## src/rtl/fetch_unit.sv

```systemverilog
// fetch_unit: instruction fetch stage for the two-thread Ember core.
//
// Picks an enabled thread round-robin, issues a single L1I read for that
// thread's PC, waits for the returned word, and presents {inst, pc, tid} to
// decode on a valid/ready handshake. Only one read is ever outstanding.
// Branch/exec redirects load a new PC and squash any fetch for that thread
// that is still in flight or waiting in the output register.
//
// Ports:
//   clk, rst                      core clock; asynchronous active-high reset
//   t0_enable, t1_enable          per-thread fetch permission
//   l1i_rd_en, l1i_addr           one-cycle read strobe and 4-aligned byte address
//   l1i_rd_data, l1i_rd_valid     little-endian read word and its valid
//   redirect_valid/_tid/_pc       PC redirect for one thread (pc[1:0] ignored)
//   out_valid, out_ready          handshake to decode
//   out_inst, out_pc, out_tid     delivered instruction, its PC and owning thread
module fetch_unit #(
    parameter int                ADDR_W   = 32,
    parameter logic [ADDR_W-1:0] RESET_PC = '0,
    parameter int                INST_B   = 4
) (
    input  logic              clk,
    input  logic              rst,
    input  logic              t0_enable,
    input  logic              t1_enable,
    output logic              l1i_rd_en,
    output logic [ADDR_W-1:0] l1i_addr,
    input  logic [31:0]       l1i_rd_data,
    input  logic              l1i_rd_valid,
    input  logic              redirect_valid,
    input  logic              redirect_tid,
    input  logic [ADDR_W-1:0] redirect_pc,
    output logic              out_valid,
    input  logic              out_ready,
    output logic [31:0]       out_inst,
    output logic [ADDR_W-1:0] out_pc,
    output logic              out_tid
);

    typedef enum logic [1:0] {S_IDLE, S_REQ, S_WAIT, S_HOLD} state_t;

    state_t            state_q, state_d;
    logic [ADDR_W-1:0] pc0_q, pc0_d;
    logic [ADDR_W-1:0] pc1_q, pc1_d;
    logic              rr_ptr_q, rr_ptr_d;
    logic              discard_q, discard_d;
    logic              req_tid_q, req_tid_d;
    logic [ADDR_W-1:0] req_pc_q, req_pc_d;
    logic [31:0]       inst_q, inst_d;

    logic              any_en;
    logic              rr_en;
    logic              sel;
    logic [ADDR_W-1:0] sel_pc;
    logic [ADDR_W-1:0] redir_pc;
    logic              redir_hit;
    logic              stale;
    logic              kill;

    always_comb begin
        any_en    = t0_enable | t1_enable;
        rr_en     = rr_ptr_q ? t1_enable : t0_enable;
        sel       = rr_en ? rr_ptr_q : ~rr_ptr_q;
        sel_pc    = sel ? pc1_q : pc0_q;
        // Masking keeps every redirect_pc bit referenced while forcing alignment.
        redir_pc  = redirect_pc & ~ADDR_W'(3);
        redir_hit = redirect_valid & (redirect_tid == req_tid_q);
        // A redirect arriving in the same cycle as the data makes that data stale too.
        stale     = discard_q | redir_hit;
        kill      = (state_q == S_HOLD) & redir_hit;
    end

    // State register
    always_ff @(posedge clk or posedge rst) begin
        if (rst) begin
            state_q   <= S_IDLE;
            pc0_q     <= RESET_PC;
            pc1_q     <= RESET_PC;
            rr_ptr_q  <= 1'b0;
            discard_q <= 1'b0;
            req_tid_q <= 1'b0;
            req_pc_q  <= '0;
            inst_q    <= '0;
        end else begin
            state_q   <= state_d;
            pc0_q     <= pc0_d;
            pc1_q     <= pc1_d;
            rr_ptr_q  <= rr_ptr_d;
            discard_q <= discard_d;
            req_tid_q <= req_tid_d;
            req_pc_q  <= req_pc_d;
            inst_q    <= inst_d;
        end
    end

    // Next-state logic
    always_comb begin
        state_d   = state_q;
        pc0_d     = pc0_q;
        pc1_d     = pc1_q;
        rr_ptr_d  = rr_ptr_q;
        discard_d = discard_q;
        req_tid_d = req_tid_q;
        req_pc_d  = req_pc_q;
        inst_d    = inst_q;

        case (state_q)
            S_IDLE: begin
                if (any_en) state_d = S_REQ;
            end
            S_REQ: begin
                // Enables are re-sampled here so a thread disabled after IDLE never fetches.
                if (any_en) begin
                    state_d   = S_WAIT;
                    req_tid_d = sel;
                    req_pc_d  = sel_pc;
                    rr_ptr_d  = ~sel;
                    // The read just issued used the old PC of the redirected thread.
                    if (redirect_valid && (redirect_tid == sel)) discard_d = 1'b1;
                end else begin
                    state_d = S_IDLE;
                end
            end
            S_WAIT: begin
                if (l1i_rd_valid) begin
                    if (stale) begin
                        discard_d = 1'b0;
                        state_d   = S_IDLE;
                    end else begin
                        inst_d  = l1i_rd_data;
                        state_d = S_HOLD;
                    end
                end else if (redir_hit) begin
                    discard_d = 1'b1;
                end
            end
            S_HOLD: begin
                if (out_ready || kill) begin
                    state_d = any_en ? S_REQ : S_IDLE;
                    if (!kill) begin
                        if (req_tid_q) pc1_d = pc1_q + ADDR_W'(INST_B);
                        else           pc0_d = pc0_q + ADDR_W'(INST_B);
                    end
                end
            end
            default: state_d = S_IDLE;
        endcase

        // Redirect is applied last so it overrides any same-cycle increment.
        if (redirect_valid) begin
            if (redirect_tid) pc1_d = redir_pc;
            else              pc0_d = redir_pc;
        end
    end

    // Outputs
    always_comb begin
        l1i_rd_en = (state_q == S_REQ) & any_en;
        l1i_addr  = l1i_rd_en ? sel_pc : '0;
        out_valid = (state_q == S_HOLD);
        out_inst  = inst_q;
        out_pc    = req_pc_q;
        out_tid   = req_tid_q;
    end

endmodule

```

## config.mk

```make
export PLATFORM = sky130hd
export DESIGN_NAME = fetch_unit
export DESIGN_NICKNAME = d
export VERILOG_FILES = /design/src/rtl/fetch_unit.sv
export SDC_FILE = /design/constraint.sdc
export NUM_CORES = 1
export LEC_CHECK = 0
export ABC_AREA = 1
export CORE_UTILIZATION = 39
export CTS_CLUSTER_DIAMETER = 50
export CTS_CLUSTER_SIZE = 40
export DETAILED_ROUTE_END_ITERATION = 8
export GPL_ROUTABILITY_DRIVEN = 0
export GPL_TIMING_DRIVEN = 1
export MAX_ROUTING_LAYER = met4
export PLACE_DENSITY = 0.65
export SLEW_MARGIN = 5
export SYNTH_ARGS = -nofsm -noshare
export SYNTH_HDL_FRONTEND = slang
export SYNTH_SLANG_ARGS = --single-unit
```

## constraint.sdc

```tcl
create_clock -name clk -period 7.15 [get_ports clk]
set_clock_uncertainty 0.2 [all_clocks]
set_input_delay 1.0725 -clock clk [delete_from_list [all_inputs] [get_ports clk]]
set_output_delay 1.0725 -clock clk [all_outputs]
set_load 0.03 [all_outputs]
```

==> run_results.csv <==
group,metric,value,unit
route,drt_iter0_markers,507,
critical_path,path_buf_inv,4,
synth,yosys_warnings,0,
synth,synthArstFlopShare,1.000,
floorplanning,io_pins,171,
clock_tree,cts_resized,0,
critical_path,cp_max_fo,33,
place,placed_area,0.008962,mm²
critical_path,cp_common_cell,"clkdlybuf4s50_1",
clock_tree,cts_sinks,127,
clock_tree,cts_inserted_buffers,17,
route,drc,0,
sta,setup_tns,0,ns
synth,synth_area,0.007192,mm²
sta,rsz0062_at_grt,"no",
synth,synthMuxAreaShare,0,
sta,fin_crit_sh,0.7316,
final_layout,drive_gt1_frac,0.06159,
critical_path,crit_type,"in2out",
clock_tree,cts_tree,"done",
critical_path,cp-start-kind,"input port",
final_layout,antenna_cells,0,
route,totalWireLength,22.33,mm
place,hpwl,16.36,mm
critical_path,crit_chain,"clkdlybuf4s50_1, nor2_1, inv_1, nand2_4, inv_4, nand2_2, o21ai_0, clkdlybuf4s50_1",
critical_path,critPathTopFamily,"buffers and inverters",
critical_path,slowest_stage,"clkdlybuf4s50_1",
critical_path,arrival,3.96,ns
global_route,grt_first_pass_wirelength,35.02,mm
clock_tree,path_clk_slew,0.06,ns
clock_tree,cts_max_level,4,
synth,synth_top_area_share,0.4419,
synth,synth-seq-area-share,0.4419,
sta,timing.fmax,0.1912,GHz
floorplanning,start_util,0.3990,
route,firstDrtPassIters,5,
synth,synth_area_leader_cell,"dfrtp_1",
global_route,grt_pass1_vias,6723,
run_status,status,"finished clean",
route,routedWlPerCell,15.97,µm
sta,maxSlewHeadroom,0.4325,
sta,min_period,5.231,ns
synth,synthAdderAreaFrac,0.003479,
sta,final_hold_viol_count,0,
place,numPortBuffers,164,
power_and_ir_drop,p_leak,4.622,nW
synth,syn_inst,1003,
floorplanning,num_rows,49,
synth,synth_area_leaders,"dfrtp_1, nand2_1, nor2_1",
global_route,track_usage,0.2549,
job,maxCapViolations,0,
floorplanning,die_h,137.8,µm
power_and_ir_drop,ir_drop,261.8,µV
global_route,antenna_found_initial,0,
floorplanning,dieArea,0.01899,mm²
final_layout,layout.nets,1230,
synth,ys_ff_latch,127,
sta,hold_ws,0.2746,ns
sta,final_max_slew_viol_count,0,
synth,synthFlopType,"dfrtp_1",
floorplanning,fp.dieW,137.8,µm
clock_tree,postCtsSetupBuffers,0,
synth,synth_top_family_by_area,"simple AND/OR/NAND/NOR gates",
clock_tree,cts_buffer_depth,2,
final_layout,final_area,0.009587,mm²
global_route,grt_remaining_overflow,0,
synth,yosys.area_share.simple,0.3521,
sta,worst_pin_slew,0.8513,ns
sta,setup_violations,0,
synth,synth-edff-count,0,
synth,avgSynthCellArea,7.170,µm²
synth,synth_xor_area_frac,0.02557,
route,vias,7051,
final_layout,final_util,0.5319,
final_layout,final_common_cell,"nand2_1",
clock_tree,clk_latency,0.44,ns
global_route,grt_max_degree,70,
route,vias_per_cell,5.044,
critical_path,slowest_delay,0.75,ns
power_and_ir_drop,powerDensity,389.1,mW/mm²
synth,ys_types,38,
clock_tree,hold_buffers,0,
synth,synth-compound-area-share,0.1026,
floorplanning,coreArea,0.01802,mm²
worst_hold_path,hold_path_class,"reg2reg",
final_layout,layout_common_cells,"nand2_1, clkdlybuf4s50_1, nor2_1, dfrtp_1",
final_layout,areaGrowthSynthToFinish,33.30,%
clock_tree,root_buffer,"clkbuf_16",
route,antenna_left,0,
critical_path,cp-end-kind,"output port",
critical_path,cp.required,5.88,ns
synthesized netlist by cell type (7+ instances only):
library cell and count:
a21o_1 24, a21oi_1 54, buf_2 8, buf_4 7, clkbuf_1 17, dfrtp_1 127, inv_1 77, nand2_1 325
nand3_1 76, nand4_1 23, nor2_1 160, o21ai_0 14, o21ai_1 9, o21ai_2 10, xor2_1 15
per-layer routing:
metal  up-vias  share of wire  global-route usage
met2       214           0.48              0.4023
met3        42          0.054             0.05261
met1      3291           0.44              0.3238
met4         0          0.023             0.08937
li1       3504              -                   -
met5         -              0                   -
area by class of cell:
cell class | count | area (µm²)
flip-flops and latches | 127 | 3178
fillers | 1795 | 8438
repair buffers | 168 | 1672
multi-input cells | 759 | 3502
clock buffers | 17 | 425.4
clock inverters | 15 | 198.9
inverters | 83 | 324.1
well taps | 229 | 286.5
worst paths after layout:
path                             from  slack (ns)            to  cells after the start
max                         t1_enable        1.92   l1i_addr[3]                      8
min                        out_pc[25]        0.27    out_pc[25]                      1
max reg2reg                   out_tid        4.34  out_inst[20]                      7
min reg2reg                out_pc[25]        0.27    out_pc[25]                      1
max in group asynchronous         rst        4.44     pc0_q[10]                      3
min in group asynchronous         rst        0.97  out_inst[20]                      2
registers in the layout (all words and copies together), names as in the netlist:
| register | count |
|---|---|
| pc0_q | 30 |
| out_pc | 30 |
| rr_ptr_q | 1 |
| out_tid | 1 |
| discard_q | 1 |
| state_q | 2 |
| pc1_q | 30 |
| out_inst | 32 |
power breakdown:
part	internal (mW)	total [mW]	switching [mW]
Clock	0.560	0.932	0.371
Combinational	0.649	1.67	1.02
Sequential	0.945	1.13	0.188
Total	2.15	3.73	1.58
stage by stage:
stage	worst slack, ns	power (mW)	instances
2_1_floorplan	2.493	2.140	1006
3_3_place_gp	1.970	2.794	1366
3_5_place_dp	1.926	2.817	1366
4_1_cts	1.863	3.758	1398
5_1_grt	1.740	3.944	1398
6_report	1.919	3.730	1398
logic make-up after synthesis:
kind of cell               Yosys count
and+or+nand+nor                    609
DFF                                127
AOI/OAI and AO/OA                  123
buffers and inverters              120
xor gates and xnor gates            21
adders and majority gates            2
other                                1
worst reg2reg max path, cell delays in order, from the launching register on:
cell	delay, ns
dfrtp_1	0.58
inv_2	0.27
nand2_1	0.09
nand3_2	0.14
nand3_2	0.56
inv_2	0.70
nand2_1	0.13
nand2_1	0.08
Note: power is estimated with default switching activity, not from simulation.
